===== config.mk =====
export PLATFORM = sky130hd
export DESIGN_NAME = dm_sba_ext_flat
export DESIGN_NICKNAME = d
export VERILOG_FILES = /design/src/rtl/dm_sba_ext_if.sv /design/src/rtl/dm_sba_ext.sv /design/src/flat_wrapper.sv
export SDC_FILE = /design/constraint.sdc
export NUM_CORES = 1
export LEC_CHECK = 0
export BUFFER_PORTS_ARGS = -buffer_cell sky130_fd_sc_hd__buf_4
export CAP_MARGIN = 0
export CORE_MARGIN = 4
export CORE_UTILIZATION = 43
export DETAILED_ROUTE_END_ITERATION = 12
export GPL_ROUTABILITY_DRIVEN = 1
export PLACE_DENSITY = 0.81
export SYNTH_ARGS = -nofsm -noshare
export SYNTH_HDL_FRONTEND = slang
export SYNTH_SLANG_ARGS = --single-unit

===== constraint.sdc =====
create_clock -name clk_i -period 2.95 [get_ports clk_i]
set_input_delay 0.295 -clock clk_i [delete_from_list [all_inputs] [get_ports clk_i]]
set_output_delay 0.295 -clock clk_i [all_outputs]
set_load 0.005 [all_outputs]

===== src/rtl/dm_sba_ext_if.sv =====
// System-bus master port of the debug-module SBA engine: request side driven
// by the engine, grant/response side driven by the bus.
interface dm_sba_ext_if #(
  parameter int BusWidth = 32
);
  logic                  master_req_o;
  logic                  master_we_o;
  logic [BusWidth-1:0]   master_add_o;
  logic [BusWidth-1:0]   master_wdata_o;
  logic [BusWidth/8-1:0] master_be_o;
  logic                  master_gnt_i;
  logic                  master_r_valid_i;
  logic                  master_r_err_i;
  logic [BusWidth-1:0]   master_r_rdata_i;

  modport master (
    output master_req_o, master_we_o, master_add_o, master_wdata_o, master_be_o,
    input  master_gnt_i, master_r_valid_i, master_r_err_i, master_r_rdata_i
  );

  modport slave (
    input  master_req_o, master_we_o, master_add_o, master_wdata_o, master_be_o,
    output master_gnt_i, master_r_valid_i, master_r_err_i, master_r_rdata_i
  );
endinterface


===== src/rtl/dm_sba_ext.sv =====
// Debug-module system bus access engine: turns sbaddress/sbdata requests into
// single bus transfers with size/alignment checks, timeout and autoincrement.
module dm_sba_ext #(
  parameter int BusWidth      = 32,
  parameter int TimeoutCycles = 255
) (
  input  logic                clk_i,
  input  logic                rst_ni,
  input  logic                dmactive_i,
  dm_sba_ext_if.master        bus,
  input  logic [BusWidth-1:0] sbaddress_i,
  input  logic                sbaddress_write_valid_i,
  input  logic                sbreadonaddr_i,
  input  logic                sbautoincrement_i,
  input  logic                sbreadondata_i,
  input  logic                sbdata_read_valid_i,
  input  logic                sbdata_write_valid_i,
  input  logic [2:0]          sbaccess_i,
  input  logic [BusWidth-1:0] sbdata_i,
  output logic [BusWidth-1:0] sbaddress_o,
  output logic [BusWidth-1:0] sbdata_o,
  output logic                sbdata_valid_o,
  output logic                sbbusy_o,
  output logic                sberror_valid_o,
  output logic [2:0]          sberror_o
);
  localparam int BeW  = BusWidth / 8;
  localparam int OffW = $clog2(BeW);
  localparam int CntW = (TimeoutCycles > 0) ? $clog2(TimeoutCycles + 1) : 1;
  localparam logic [2:0]      MaxSize = 3'(OffW);
  localparam logic [CntW-1:0] CntMax  = CntW'((TimeoutCycles > 0) ? TimeoutCycles - 1 : 0);

  typedef enum logic [2:0] {IDLE, READ, WRITE, WAIT_READ, WAIT_WRITE} state_e;

  state_e              state_q, state_d;
  logic [BusWidth-1:0] addr_q, addr_d, wdata_q, wdata_d, sbdata_q, sbdata_d;
  logic [2:0]          size_q, size_d, sberror_q, sberror_d;
  logic [CntW-1:0]     cnt_q, cnt_d;
  logic                dvalid_q, dvalid_d, evalid_q, evalid_d;
  logic [OffW-1:0]     offset;
  logic [BusWidth-1:0] rdata_shifted, rdata_masked;
  logic                start_rd, start_wr, misaligned, active, waiting, complete_ok;

  // Read-on-data outranks a write, which outranks read-on-address.
  assign start_rd   = (sbdata_read_valid_i && sbreadondata_i) ||
                      (!sbdata_write_valid_i && sbaddress_write_valid_i && sbreadonaddr_i);
  assign start_wr   = sbdata_write_valid_i && !(sbdata_read_valid_i && sbreadondata_i);
  assign misaligned = (sbaddress_i[OffW-1:0] & OffW'((1 << sbaccess_i) - 1)) != '0;

  assign offset      = addr_q[OffW-1:0];
  assign active      = (state_q == READ) || (state_q == WRITE);
  assign waiting     = (state_q == WAIT_READ) || (state_q == WAIT_WRITE);
  assign complete_ok = waiting && bus.master_r_valid_i && !bus.master_r_err_i;

  assign sbbusy_o        = (state_q != IDLE);
  assign sbdata_o        = sbdata_q;
  assign sbdata_valid_o  = dvalid_q;
  assign sberror_valid_o = evalid_q;
  assign sberror_o       = sberror_q;
  assign sbaddress_o     = (complete_ok && sbautoincrement_i) ?
                           sbaddress_i + (BusWidth'(1) << size_q) : sbaddress_i;

  always_comb begin
    bus.master_req_o   = active;
    bus.master_we_o    = (state_q == WRITE);
    bus.master_add_o   = '0;
    bus.master_wdata_o = '0;
    bus.master_be_o    = '0;
    if (active) bus.master_add_o = {addr_q[BusWidth-1:OffW], {OffW{1'b0}}};
    if (state_q == WRITE) begin
      bus.master_wdata_o = wdata_q << {offset, 3'b000};
      for (int i = 0; i < BeW; i++)
        bus.master_be_o[i] = (i >= int'(offset)) && (i < int'(offset) + (1 << size_q));
    end
  end

  // Align the addressed lane down to bit 0 and keep only the accessed bytes.
  always_comb begin
    rdata_shifted = bus.master_r_rdata_i >> {offset, 3'b000};
    rdata_masked  = '0;
    for (int i = 0; i < BeW; i++)
      if (i < (1 << size_q)) rdata_masked[8*i +: 8] = rdata_shifted[8*i +: 8];
  end

  always_comb begin
    state_d   = state_q;
    addr_d    = addr_q;
    size_d    = size_q;
    wdata_d   = wdata_q;
    sbdata_d  = sbdata_q;
    cnt_d     = cnt_q;
    sberror_d = sberror_q;
    dvalid_d  = 1'b0;
    evalid_d  = 1'b0;
    case (state_q)
      IDLE: begin
        if (start_rd || start_wr) begin
          addr_d  = sbaddress_i;
          size_d  = sbaccess_i;
          wdata_d = sbdata_i;
          if (sbaccess_i > MaxSize) begin
            evalid_d  = 1'b1;
            sberror_d = 3'd4;
          end else if (misaligned) begin
            evalid_d  = 1'b1;
            sberror_d = 3'd3;
          end else begin
            state_d = start_rd ? READ : WRITE;
          end
        end
      end
      READ, WRITE: begin
        if (bus.master_gnt_i) begin
          state_d = (state_q == READ) ? WAIT_READ : WAIT_WRITE;
          cnt_d   = '0;
        end
      end
      WAIT_READ, WAIT_WRITE: begin
        if (bus.master_r_valid_i) begin
          state_d = IDLE;
          if (bus.master_r_err_i) begin
            evalid_d  = 1'b1;
            sberror_d = 3'd2;
          end else if (state_q == WAIT_READ) begin
            sbdata_d = rdata_masked;
            dvalid_d = 1'b1;
          end
        end else if (TimeoutCycles != 0) begin
          if (cnt_q == CntMax) begin
            state_d   = IDLE;
            evalid_d  = 1'b1;
            sberror_d = 3'd1;
          end else begin
            cnt_d = cnt_q + CntW'(1);
          end
        end
      end
      default: state_d = IDLE;
    endcase
    // Dropping dmactive silently abandons whatever is in flight.
    if (!dmactive_i) begin
      state_d   = IDLE;
      addr_d    = '0;
      size_d    = '0;
      wdata_d   = '0;
      sbdata_d  = '0;
      cnt_d     = '0;
      sberror_d = '0;
      dvalid_d  = 1'b0;
      evalid_d  = 1'b0;
    end
  end

  always_ff @(posedge clk_i or negedge rst_ni) begin
    if (!rst_ni) begin
      state_q   <= IDLE;
      addr_q    <= '0;
      size_q    <= '0;
      wdata_q   <= '0;
      sbdata_q  <= '0;
      cnt_q     <= '0;
      sberror_q <= '0;
      dvalid_q  <= 1'b0;
      evalid_q  <= 1'b0;
    end else begin
      state_q   <= state_d;
      addr_q    <= addr_d;
      size_q    <= size_d;
      wdata_q   <= wdata_d;
      sbdata_q  <= sbdata_d;
      cnt_q     <= cnt_d;
      sberror_q <= sberror_d;
      dvalid_q  <= dvalid_d;
      evalid_q  <= evalid_d;
    end
  end
endmodule


===== src/flat_wrapper.sv =====
// flat-port wrapper written by rule: the top's interface ports become plain ports
module dm_sba_ext_flat 
#(
  parameter int BusWidth      = 32,
  parameter int TimeoutCycles = 255
)
  (clk_i, rst_ni, dmactive_i, sbaddress_i, sbaddress_write_valid_i, sbreadonaddr_i, sbautoincrement_i, sbreadondata_i, sbdata_read_valid_i, sbdata_write_valid_i, sbaccess_i, sbdata_i, sbaddress_o, sbdata_o, sbdata_valid_o, sbbusy_o, sberror_valid_o, sberror_o, bus_master_req_o, bus_master_we_o, bus_master_add_o, bus_master_wdata_o, bus_master_be_o, bus_master_gnt_i, bus_master_r_valid_i, bus_master_r_err_i, bus_master_r_rdata_i);
  dm_sba_ext_if #(.BusWidth(BusWidth)) bus_i ();
  input  logic clk_i;
  input  logic rst_ni;
  input  logic dmactive_i;
  input  logic [BusWidth-1:0] sbaddress_i;
  input  logic sbaddress_write_valid_i;
  input  logic sbreadonaddr_i;
  input  logic sbautoincrement_i;
  input  logic sbreadondata_i;
  input  logic sbdata_read_valid_i;
  input  logic sbdata_write_valid_i;
  input  logic [2:0] sbaccess_i;
  input  logic [BusWidth-1:0] sbdata_i;
  output logic [BusWidth-1:0] sbaddress_o;
  output logic [BusWidth-1:0] sbdata_o;
  output logic sbdata_valid_o;
  output logic sbbusy_o;
  output logic sberror_valid_o;
  output logic [2:0] sberror_o;
  output wire logic [$bits(bus_i.master_req_o)-1:0] bus_master_req_o;
  output wire logic [$bits(bus_i.master_we_o)-1:0] bus_master_we_o;
  output wire logic [$bits(bus_i.master_add_o)-1:0] bus_master_add_o;
  output wire logic [$bits(bus_i.master_wdata_o)-1:0] bus_master_wdata_o;
  output wire logic [$bits(bus_i.master_be_o)-1:0] bus_master_be_o;
  input wire logic [$bits(bus_i.master_gnt_i)-1:0] bus_master_gnt_i;
  input wire logic [$bits(bus_i.master_r_valid_i)-1:0] bus_master_r_valid_i;
  input wire logic [$bits(bus_i.master_r_err_i)-1:0] bus_master_r_err_i;
  input wire logic [$bits(bus_i.master_r_rdata_i)-1:0] bus_master_r_rdata_i;
  assign bus_master_req_o = bus_i.master_req_o;
  assign bus_master_we_o = bus_i.master_we_o;
  assign bus_master_add_o = bus_i.master_add_o;
  assign bus_master_wdata_o = bus_i.master_wdata_o;
  assign bus_master_be_o = bus_i.master_be_o;
  assign bus_i.master_gnt_i = bus_master_gnt_i;
  assign bus_i.master_r_valid_i = bus_master_r_valid_i;
  assign bus_i.master_r_err_i = bus_master_r_err_i;
  assign bus_i.master_r_rdata_i = bus_master_r_rdata_i;
  dm_sba_ext #(.BusWidth(BusWidth), .TimeoutCycles(TimeoutCycles)) u_core (.clk_i(clk_i), .rst_ni(rst_ni), .dmactive_i(dmactive_i), .bus(bus_i), .sbaddress_i(sbaddress_i), .sbaddress_write_valid_i(sbaddress_write_valid_i), .sbreadonaddr_i(sbreadonaddr_i), .sbautoincrement_i(sbautoincrement_i), .sbreadondata_i(sbreadondata_i), .sbdata_read_valid_i(sbdata_read_valid_i), .sbdata_write_valid_i(sbdata_write_valid_i), .sbaccess_i(sbaccess_i), .sbdata_i(sbdata_i), .sbaddress_o(sbaddress_o), .sbdata_o(sbdata_o), .sbdata_valid_o(sbdata_valid_o), .sbbusy_o(sbbusy_o), .sberror_valid_o(sberror_valid_o), .sberror_o(sberror_o));
endmodule

==> flow_summary.rst, run 1 <==
.. list-table::
   :header-rows: 1

   * - Metric
     - Value
   * - Synthesized-area fraction occupied by ao, oa, aoi and oai cells
     - 0.175
   * - GRT overflow
     - 0
   * - Worst setup path category
     - flip-flop to output pin
   * - Worst VDD drop
     - 0.000397 V
   * - Violated checks
     - setup timing
   * - Pin count of the biggest net entering global routing
     - 70
   * - Wire length reported by the detailed router
     - 23300 um
   * - Proportion of layout cells with a drive suffix above 1
     - 0.329
   * - Worst setup slack after layout
     - -325 ps
   * - Hold crit path type
     - input pin to flip-flop
   * - CTS tree
     - yes
   * - Cells along the critical path
     - nor3b_4, xor2_1, ha_2, a21o_1, a221o_2, a311oi_4, buf_12, nor4_4, xor2_1, buf_4
   * - Detailed-placement wirelength estimate
     - 16600 um
   * - Ys flop type
     - sky130_fd_sc_hd__dfrtp_1
   * - TritonCTS Buffers
     - 17
   * - Netlist area before placement
     - 7210 um2
   * - Post-place instance area
     - 9280 um2
   * - Max Clock Skew
     - 7.87 ps
   * - Post-layout total power
     - 4.79 mW
   * - First-pass iteration count of the detailed router
     - 5
   * - Total GRT Usage
     - 0.242
   * - Detailed-route DRC error count
     - 0
   * - Cell at the slowest stage of the critical path
     - sky130_fd_sc_hd__dfrtp_2
   * - Cell taking the most area after synthesis
     - sky130_fd_sc_hd__dfrtp_1
   * - Crit path buf inv count
     - 2
   * - Startpoint kind of the worst setup timing path
     - flip-flop
   * - Cell repeated most along the worst path
     - sky130_fd_sc_hd__xor2_1
   * - Total number of placement rows
     - 47
   * - Clock slew at the register clock pins of the worst setup and hold paths
     - 50 ps
   * - Average size of a mapped cell
     - 8.38 um2
   * - Xor-xnor portion of the synthesized cell area
     - 0.0413
   * - Area added between synthesis and finish
     - 40.8%
   * - Max-cap violations
     - 0
   * - Maximum net fanout on the critical path
     - 6
   * - Total Nets Final
     - 1225
   * - Proportion of register bits with asynchronous set or reset after synthesis
     - 1.00
   * - Master cell of the clock root buffer
     - sky130_fd_sc_hd__clkbuf_16
   * - Sequential cell area fraction in the yosys report
     - 0.399
   * - Critical path's top delay family
     - compound AO/OA/AOI/OAI gates
   * - Max stage delay on crit path
     - 440 ps
   * - Number of cells on the worst hold path
     - 3
   * - Worst Path Required
     - 2650 ps
   * - Final RePlAce weighted congestion
     - 0.925
   * - TritonCTS sink count
     - 115
   * - Post-route fraction of the period consumed by the critical path
     - 1.11
   * - Worst-case reg-to-reg path depth
     - 5
   * - Port Buffers
     - 248
   * - Yosys cell types
     - 69
   * - Number of enable flip-flop cells after synthesis
     - 0
   * - Deepest clock path buffer count
     - 2
   * - Area share of fa/ha/maj cells after synthesis
     - 0.0222
   * - Simple-Gate Fraction of Synth Area
     - 0.261
   * - Core Area
     - 16500 um2
   * - Vias per cell
     - 5.46
   * - Setup repair after global routing missed its margin
     - true
   * - Max frequency
     - 0.305 GHz
   * - Starting density of the core
     - 0.436
   * - Vertical die dimension
     - 137 um
   * - Pwr dens
     - 472 nW/um2
   * - Final number of max-transition violations
     - 0
   * - Total non-filler cell area in the finished layout
     - 10200 um2
   * - Initial antenna violation count
     - 0
   * - Multiplexer fraction of the synthesized cell area
     - 0.0543
   * - Ant. Diodes
     - 0
   * - Reg-to-reg slack, setup
     - 660 ps
   * - CP Data Arrival Time
     - 2980 ps
   * - Pre-CTS WS
     - 21.4 ps
   * - # setup viols final
     - 26
   * - Start point of the worst min-delay path
     - sbdata_i[27]
   * - Clock latency of the later-clocked register in the worst-skew pair
     - 410 ps
   * - Worst relative slew slack
     - 0.393
   * - Top cell types by occurrence after synthesis
     - sky130_fd_sc_hd__nand2_1, sky130_fd_sc_hd__dfrtp_1, sky130_fd_sc_hd__a21oi_1
   * - Minimum period implied by the final worst setup slack
     - 3270 ps
   * - Critical Path End Type
     - output pin
   * - Iteration-0 DRC count of the detailed router
     - 443
   * - Routed len/inst
     - 17.4 um
   * - Die width
     - 137 um
   * - Number of warning messages in the yosys log
     - 0
   * - Final count of hold timing violations
     - 0
   * - Number of synthesized register bits
     - 115
   * - Largest cells by area after synthesis
     - sky130_fd_sc_hd__dfrtp_1, sky130_fd_sc_hd__nand2_1, sky130_fd_sc_hd__a21oi_1
   * - First-pass GRT wire length
     - 36500 um
   * - Fin Setup TNS
     - -5890 ps
   * - Number of primary I/O pins
     - 251
   * - Critical register-to-register path startpoint
     - u_core.state_q[1]
   * - Antenna-violating nets left
     - 0
   * - Hold endpoint
     - u_core.wdata_q[27]
   * - Dominant combinational cell family by area after synthesis
     - simple AND/OR/NAND/NOR gates
   * - H-tree Lvls
     - 4
   * - Worst Tran Pin Value
     - 906 ps
   * - Share of the synthesized area in the top cell type
     - 0.399
   * - Vias in the first global route
     - 7186
   * - Die footprint
     - 18900 um2
   * - Number of cells produced by synthesis
     - 860
   * - Leak pwr
     - 4.89 nW
   * - Most instantiated library cell after synthesis
     - sky130_fd_sc_hd__nand2_1
   * - Capture instance of the worst register-to-register path
     - u_core.sbdata_o[29]
   * - Final cell utilization of the core
     - 0.614
   * - Via count of the routed design
     - 7283
   * - Run status
     - finished with violations
-- cell type report --
class,instances,area [um2]
fill,1375,6370
multi-input combinational,672,4190
sequential,115,2880
timing repair buffer,287,2180
clock buffer,19,453
tap,220,275
clock inverter,12,133
inverter,9,33.8
-- kinds of logic after synthesis --
family	after synthesis
xor+xnor	34
compound gates	199
flops	115
buf+inv	74
fa+ha+maj	13
mux	39
other cells	1
simple gates	385
-- flip-flops by register name, summed over array words and instances, names as in the netlist --
name	flops
u_core.addr_q	32
u_core.sbdata_o	32
u_core.wdata_q	32
u_core.cnt_q	8
u_core.sberror_o	3
u_core.size_q	3
u_core.state_q	3
u_core.sbdata_valid_o	1
u_core.sberror_valid_o	1
-- routing by layer --
metal | share of wire | track usage | up-vias
li1 | - | - | 3453
met1 | 0.38 | 0.287 | 3454
met2 | 0.49 | 0.412 | 324
met3 | 0.094 | 0.0723 | 52
met4 | 0.029 | 0.0920 | 0
met5 | 0 | 0 | -
-- per-stage QoR --
stage | std cells | hold WS (ps)
2_1_floorplan | 861 | -0.591
3_3_place_gp | 1291 | 339
3_5_place_dp | 1291 | 345
4_1_cts | 1333 | 107
5_1_grt | 1334 | 119
6_report | 1334 | 125
-- how the worst max path moves through the flow --
stage                                start               to  slack [ps]  depth (start not counted)
after CTS                 u_core.size_q[2]  sbaddress_o[26]        -310                         11
after detailed placement  u_core.size_q[1]  sbaddress_o[30]          20                          9
after global routing      u_core.size_q[0]  sbaddress_o[12]        -390                         10
after global placement    u_core.size_q[1]  sbaddress_o[30]         100                          9
after floorplan           u_core.size_q[1]  sbaddress_o[10]         130                         10
final                     u_core.size_q[0]  sbaddress_o[30]        -320                         10
-- power by group --
part	total (mW)	internal, mW	switching [mW]
clock network	2.03	1.28	0.745
logic	1.03	0.453	0.578
registers	1.73	1.67	0.0656
-- worst register-to-register path: stages (launching register included) --
cell and delay [ps]:
sky130_fd_sc_hd__dfrtp_1 500, sky130_fd_sc_hd__nor2b_1 270, sky130_fd_sc_hd__and4_1 250, sky130_fd_sc_hd__o211ai_1 370, sky130_fd_sc_hd__nor2_1 610, sky130_fd_sc_hd__a22o_1 220
-- repair_timing --
item                                    4_1_cts  5_1_grt
endpoints found under the setup margin       27       31
gates cloned                                  2        0
buffers inserted                              8        5
hold buffers                                  1        0
resized for setup                            35       14
endpoints found under the hold margin        42        0
pin swaps                                    21       17
-- cell usage in the layout (no fill, tap or decap), drive strengths merged, types with 7 or more instances in the layout --
cell type / instances
o21ai: 32
a22o: 8
o211ai: 7
dfrtp: 115
nor2b: 22
a32o: 8
nand3: 9
and3: 8
a21oi: 97
mux2i: 38
nor3: 14
and2: 39
clkbuf: 19
xor2: 29
ha: 12
inv: 10
a211oi: 18
a211o: 8
buf: 286
nor2: 58
nand2: 193
nand4: 8
Power figures use the tool's default switching activity.
==> inputs of run 2 (changes only) <==
--- a/config.mk
+++ b/config.mk
@@ -5,13 +5,14 @@
 export SDC_FILE = /design/constraint.sdc
 export NUM_CORES = 1
 export LEC_CHECK = 0
-export BUFFER_PORTS_ARGS = -buffer_cell sky130_fd_sc_hd__buf_4
 export CAP_MARGIN = 0
 export CORE_MARGIN = 4
 export CORE_UTILIZATION = 43
 export DETAILED_ROUTE_END_ITERATION = 12
+export DONT_BUFFER_PORTS = 1
 export GPL_ROUTABILITY_DRIVEN = 1
-export PLACE_DENSITY = 0.81
+export HOLD_SLACK_MARGIN = 0.05
+export PLACE_DENSITY = 0.68
 export SYNTH_ARGS = -nofsm -noshare
 export SYNTH_HDL_FRONTEND = slang
 export SYNTH_SLANG_ARGS = --single-unit
==> run 2 against run 1 <==
Hold slack lost 61 ps. Sequential power hardly changed. Global-route usage about the same. The run still ends with setup timing left.
==> flow_summary.rst, run 2 (synthesis results as in run 1) <==
.. list-table::
   :header-rows: 1

   * - Metric
     - Value
   * - Run status
     - finished with violations
   * - Violated checks
     - setup timing
   * - Critical Path End Type
     - output pin
   * - Hold crit path type
     - input pin to flip-flop
   * - CP Data Arrival Time
     - 2890 ps
   * - Worst Path Required
     - 2650 ps
   * - TritonCTS sink count
     - 115
   * - Pin count of the biggest net entering global routing
     - 116
   * - Die width
     - 137 um
   * - Cells along the critical path
     - buf_6, nor3_4, ha_2, ha_2, a21o_1, a221o_2, a311oi_4, buf_6, buf_16, nor4_4, xor2_1
   * - Pre-CTS WS
     - 170 ps
   * - Number of primary I/O pins
     - 251
   * - First-pass GRT wire length
     - 36200 um
   * - Final RePlAce weighted congestion
     - 0.867
   * - Startpoint kind of the worst setup timing path
     - flip-flop
   * - Start point of the worst min-delay path
     - dmactive_i
   * - Maximum net fanout on the critical path
     - 6
   * - Reg-to-reg slack, setup
     - 580 ps
   * - Total non-filler cell area in the finished layout
     - 9270 um2
   * - Iteration-0 DRC count of the detailed router
     - 420
   * - Total GRT Usage
     - 0.242
   * - Vias per cell
     - 5.76
   * - Vias in the first global route
     - 6935
   * - FF+latch area
     - 2880 um2
   * - Worst setup path category
     - flip-flop to output pin
   * - Master cell of the clock root buffer
     - sky130_fd_sc_hd__clkbuf_16
   * - Post-layout total power
     - 4.63 mW
   * - Detailed-route DRC error count
     - 0
   * - Critical register-to-register path startpoint
     - u_core.state_q[1]
   * - Cell at the slowest stage of the critical path
     - sky130_fd_sc_hd__dfrtp_2
   * - Final number of max-transition violations
     - 0
   * - Detailed-placement wirelength estimate
     - 15000 um
   * - Max Clock Skew
     - 8.62 ps
   * - Die footprint
     - 18900 um2
   * - Worst relative slew slack
     - 0.373
   * - Post-route fraction of the period consumed by the critical path
     - 1.08
   * - Setup repair after global routing missed its margin
     - true
   * - Core Area
     - 16500 um2
   * - Leak pwr
     - 4.13 nW
   * - Routed len/inst
     - 20.5 um
   * - Via count of the routed design
     - 6716
   * - Pwr dens
     - 500 nW/um2
   * - TritonCTS Buffers
     - 17
   * - # fillers
     - 1422
   * - Worst VDD drop
     - 0.000372 V
   * - Area added between synthesis and finish
     - 28.5%
   * - Max frequency
     - 0.314 GHz
   * - Deepest clock path buffer count
     - 2
   * - CTS tree
     - yes
   * - Clock latency of the later-clocked register in the worst-skew pair
     - 420 ps
   * - Antenna-violating nets left
     - 0
   * - First-pass iteration count of the detailed router
     - 5
   * - Ant. Diodes
     - 0
   * - GRT overflow
     - 0
   * - Clock slew at the register clock pins of the worst setup and hold paths
     - 60 ps
   * - Final cell utilization of the core
     - 0.561
   * - Critical path's top delay family
     - compound AO/OA/AOI/OAI gates
   * - Crit path buf inv count
     - 3
   * - # setup viols final
     - 26
   * - Worst setup slack after layout
     - -234 ps
   * - Max stage delay on crit path
     - 450 ps
   * - Total Nets Final
     - 1056
   * - H-tree Lvls
     - 4
   * - Max-cap violations
     - 0
   * - Multi-input combinational cell area
     - 4370 um2
   * - Wire length reported by the detailed router
     - 24000 um
   * - Final count of hold timing violations
     - 0
   * - Minimum period implied by the final worst setup slack
     - 3180 ps
   * - Launching instance or port of the critical path
     - u_core.size_q[2]
   * - Worst Tran Pin Value
     - 940 ps
   * - Starting density of the core
     - 0.436
   * - Port Buffers
     - 0
   * - Proportion of layout cells with a drive suffix above 1
     - 0.149
   * - Most common cell after layout, fill and taps aside
     - sky130_fd_sc_hd__nand2_1
   * - Post-place instance area
     - 7410 um2
   * - Total number of placement rows
     - 47
   * - Vertical die dimension
     - 137 um
   * - Initial antenna violation count
     - 0
   * - Commonest cells after routing, fill and taps aside
     - sky130_fd_sc_hd__nand2_1, sky130_fd_sc_hd__dfrtp_1, sky130_fd_sc_hd__a21oi_1
   * - Hold Worst Slack
     - 63.8 ps
## run 2: changes by cell type in the layout (fill, tap and decap cells not counted), sizes merged
cell,previous run,this run
dlygate4sd3,1,76
buf,286,42
bufinv,2,0
clkinv,3,1
clkbuf,19,17
inv,10,17
## run 2: worst reg2reg max path: cells and delay by family (launching register included)
kind / cells / cell delay (ps)
and+or+nand+nor: 3 / 1070
AOI/OAI and AO/OA: 2 / 560
DFF: 1 / 500
buffers and inverters: 1 / 190
## run 2: path summary, 6_finish.rpt
kind | endpoint | cells past startpoint
worst max-delay path | sbaddress_o[30] | 11
worst min register to register | u_core.sbdata_o[19] | 2
min in group asynchronous | u_core.addr_q[0] | 2
max in group asynchronous | u_core.wdata_q[4] | 2
worst max register to register | u_core.sbdata_o[24] | 6
worst min-delay path | u_core.sberror_o[1] | 2
## run 2: layout make-up
cell class,count,area share
Clock buffer,17,0.0459
Clock inverter,15,0.0135
Inverter,9,0.00365
Multi-Input combinational cell,672,0.472
Sequential cell,115,0.311
Tap cell,220,0.0297
Timing Repair Buffer,118,0.124
## run 2: through the flow
stage	std cells	setup TNS, ps
floorplan	861	0
global placement	1041	0
detailed placement	1041	0
CTS	1161	-2160
global route	1166	-7100
finish	1166	-4060
## run 2: where the power goes
group	total [mW]	switching [mW]	leakage, nW	internal, mW
sequential	1.74	0.0751	1.55	1.67
combinational	0.918	0.539	2.33	0.379
clock	1.97	0.870	0.254	1.10
## run 2: layer usage
layer | track usage | up-vias | wire, um
met4 | 0.109 | 0 | 729
li1 | - | 3100 | -
met2 | 0.405 | 347 | 11900
met3 | 0.0774 | 59 | 2160
met1 | 0.283 | 3210 | 9220
met5 | 0 | - | 0
## run 2: what timing repair did
action,in CTS,in global routing
gates cloned,2,0
setup buffers,11,5
endpoints found under the hold margin,192,115
setup endpoints to repair,26,27
resized for setup,45,37
hold buffers,75,2
pin swaps,20,43
==> inputs of run 3 (changes only) <==
--- a/config.mk
+++ b/config.mk
@@ -5,6 +5,7 @@
 export SDC_FILE = /design/constraint.sdc
 export NUM_CORES = 1
 export LEC_CHECK = 0
+export ABC_AREA = 1
 export CAP_MARGIN = 0
 export CORE_MARGIN = 4
 export CORE_UTILIZATION = 43
==> run 3 against run 2 <==
The run ends with hold timing left. Non-clock buffer count down 58. Clock skew up 1.5 ps. Combinational power rose to 2.7 times the previous value. First-iteration DRC count up 30%. Synthesized area up 2.6%. Largest power group is now combinational cells. Count of clock-buffer cells in the layout unchanged. Utilization down 3.9 points. Sequential share of layout area up 1.9 points. Via count up 8.9%. Power up 46%. Synthesized cell count up 17%. Setup slack better by 280 ps.
==> flow_summary.rst, run 3 <==
.. list-table::
   :header-rows: 1

   * - Metric
     - Value
   * - Maximum net fanout on the critical path
     - 5
   * - First-pass iteration count of the detailed router
     - 5
   * - Worst VDD drop
     - 0.000426 V
   * - Dominant combinational cell family by area after synthesis
     - simple AND/OR/NAND/NOR gates
   * - Die width
     - 139 um
   * - Worst setup path category
     - flip-flop to output pin
   * - Wire length reported by the detailed router
     - 24500 um
   * - Pwr dens
     - 775 nW/um2
   * - Netlist area before placement
     - 7400 um2
   * - Max stage delay on crit path
     - 440 ps
   * - Yosys cell types
     - 48
   * - Total GRT Usage
     - 0.247
   * - Sequential cell area fraction in the yosys report
     - 0.389
   * - Multiplexer fraction of the synthesized cell area
     - 0.0108
   * - Cell taking the most area after synthesis
     - sky130_fd_sc_hd__dfrtp_1
   * - Proportion of register bits with asynchronous set or reset after synthesis
     - 1.00
   * - Via count of the routed design
     - 7311
   * - H-tree Lvls
     - 4
   * - Max frequency
     - 0.344 GHz
   * - Cell at the slowest stage of the critical path
     - sky130_fd_sc_hd__dfrtp_1
   * - Commonest cells after routing, fill and taps aside
     - sky130_fd_sc_hd__nand2_1, sky130_fd_sc_hd__inv_1, sky130_fd_sc_hd__dfrtp_1
   * - TritonCTS Buffers
     - 17
   * - Clock slew at the register clock pins of the worst setup and hold paths
     - 60 ps
   * - Worst relative slew slack
     - 0.482
   * - Starting density of the core
     - 0.443
   * - Leak pwr
     - 3.90 nW
   * - Hold Worst Slack
     - -423 ps
   * - Average size of a mapped cell
     - 7.35 um2
   * - Most common cell after layout, fill and taps aside
     - sky130_fd_sc_hd__nand2_1
   * - GRT overflow
     - 0
   * - Cells along the critical path
     - inv_1, nor3_2, ha_1, a21oi_1, or2_1, nand3_1, nand3_1, xor2_1, nand2_1, o21ai_0
   * - Startpoint kind of the worst setup timing path
     - flip-flop
   * - Final RePlAce weighted congestion
     - 0.958
   * - Iteration-0 DRC count of the detailed router
     - 546
   * - Number of synthesized register bits
     - 115
   * - Clock latency of the later-clocked register in the worst-skew pair
     - 420 ps
   * - # setup viols final
     - 0
   * - Deepest clock path buffer count
     - 2
   * - Vertical die dimension
     - 139 um
   * - Most instantiated library cell after synthesis
     - sky130_fd_sc_hd__nand2_1
   * - Cell repeated most along the worst path
     - sky130_fd_sc_hd__nand3_1
   * - Vias in the first global route
     - 6980
   * - Critical path's top delay family
     - simple AND/OR/NAND/NOR gates
   * - Max Clock Skew
     - 10.1 ps
   * - Number of primary I/O pins
     - 251
   * - Worst Tran Pin Value
     - 776 ps
   * - Vias per cell
     - 5.77
   * - Core Area
     - 16700 um2
   * - Number of warning messages in the yosys log
     - 0
   * - Simple-Gate Fraction of Synth Area
     - 0.269
   * - Antenna-violating nets left
     - 0
   * - Setup repair after global routing missed its margin
     - true
   * - Number of cells produced by synthesis
     - 1006
   * - Ant. Diodes
     - 0
   * - Crit path buf inv count
     - 1
   * - Die footprint
     - 19400 um2
   * - Hold crit path type
     - input pin to async pin
   * - Largest cells by area after synthesis
     - sky130_fd_sc_hd__dfrtp_1, sky130_fd_sc_hd__nand2_1, sky130_fd_sc_hd__o21ai_0
   * - Area share of fa/ha/maj cells after synthesis
     - 0.0203
   * - Worst Path Required
     - 2650 ps
   * - Minimum period implied by the final worst setup slack
     - 2900 ps
   * - Area added between synthesis and finish
     - 17.8%
   * - Post-layout total power
     - 6.75 mW
   * - TritonCTS sink count
     - 115
   * - Final number of max-transition violations
     - 0
   * - Post-route fraction of the period consumed by the critical path
     - 0.984
   * - Total Nets Final
     - 1156
   * - Master cell of the clock root buffer
     - sky130_fd_sc_hd__clkbuf_16
   * - Final count of hold timing violations
     - 115
   * - Number of cells in the finished layout apart from fillers
     - 1266
   * - CTS Hold Buffers Added
     - 42
   * - Run status
     - finished with violations
   * - First-pass GRT wire length
     - 38800 um
   * - Violated checks
     - hold timing
   * - Proportion of layout cells with a drive suffix above 1
     - 0.102
   * - CTS tree
     - yes
   * - Critical Path End Type
     - output pin
   * - Pin count of the biggest net entering global routing
     - 116
   * - Routed len/inst
     - 19.3 um
   * - Detailed-route DRC error count
     - 0
   * - Ys flop type
     - sky130_fd_sc_hd__dfrtp_1
   * - Total number of placement rows
     - 47
   * - Share of the synthesized area in the top cell type
     - 0.389
   * - # fillers
     - 1659
   * - Synthesized-area fraction occupied by ao, oa, aoi and oai cells
     - 0.181
   * - Number of cells in the design after placement
     - 1186
   * - Top cell types by occurrence after synthesis
     - sky130_fd_sc_hd__nand2_1, sky130_fd_sc_hd__inv_1, sky130_fd_sc_hd__dfrtp_1
   * - Initial antenna violation count
     - 0
   * - Xor-xnor portion of the synthesized cell area
     - 0.0272
   * - Max-cap violations
     - 0
   * - Detailed-placement wirelength estimate
     - 17300 um
   * - Port Buffers
     - 0
   * - Number of enable flip-flop cells after synthesis
     - 0
   * - CP Data Arrival Time
     - 2610 ps
[run 3: routing by layer]
metal  GRT usage  share of wire
met1       0.332           0.42
met5           0              0
met3      0.0731          0.091
met2       0.382           0.46
met4      0.0870          0.028
[run 3: repair_timing]
action | in CTS | in global routing
pin swaps | 1 | 6
resized for setup | 4 | 17
setup buffers | 1 | 5
endpoints found under the hold margin | 191 | 115
setup endpoints to repair | 10 | 30
[run 3: cells by family (layout without fill, tap and decap cells)]
logic type / Yosys count / after routing
XOR/XNOR: 23 / 23
flip-flops: 115 / 115
AO/OA/AOI/OAI: 225 / 225
adder cells (fa/ha/maj): 12 / 12
multiplexers: 8 / 8
other: 1 / 2
AND/OR/NAND/NOR: 431 / 431
buffers and inverters: 191 / 230
[run 3: cell type report]
type	instances	area, um2	share of cell area
Multi-Input combinational cell	701	3840	0.441
Sequential cell	115	2880	0.331
Timing Repair Buffer	60	566	0.0649
Inverter	138	518	0.0595
Clock buffer	17	425	0.0488
Tap cell	220	275	0.0316
Clock inverter	15	205	0.0236
[run 3: worst paths after layout]
kind                              startpoint           endpoint  slack, ps  depth (start not counted)
max                         u_core.size_q[1]    sbaddress_o[26]         50                         10
min reg2reg                  u_core.cnt_q[5]    u_core.cnt_q[5]        490                          1
max reg2reg                u_core.state_q[0]  u_core.addr_q[29]        940                          6
max in group asynchronous             rst_ni  u_core.state_q[2]       3210                          0
min in group clk_i               sbdata_i[2]  u_core.wdata_q[2]         60                          2
min                                   rst_ni  u_core.addr_q[25]       -420                          0
[run 3: power by group]
group / internal (mW) / leakage, nW / switching (mW)
Sequential: 1.88 / 1.56 / 0.171
Combinational: 0.764 / 2.03 / 1.70
Clock: 1.42 / 0.312 / 0.807
Total: 4.07 / 3.90 / 2.68
[run 3: per-stage QoR]
step,cell area (um2),TNS [ps],utilization,worst slack [ps],hold WS (ps)
after floorplan,7400,0,-,676,-0.591
after global placement,7540,0,0.452,411,2.97
after detailed placement,7540,0,0.452,348,4.50
after CTS,8620,0,0.516,1.53,-440
after global routing,8710,-904,0.522,-110,-445
final,8710,0,0.522,46.7,-423
[run 3: worst register-to-register path, delay by kind of cell, from the launching register on]
family / cells / cell delay [ps]
compound gates: 1 / 220
buf+inv: 2 / 430
simple gates: 3 / 820
flops: 1 / 450
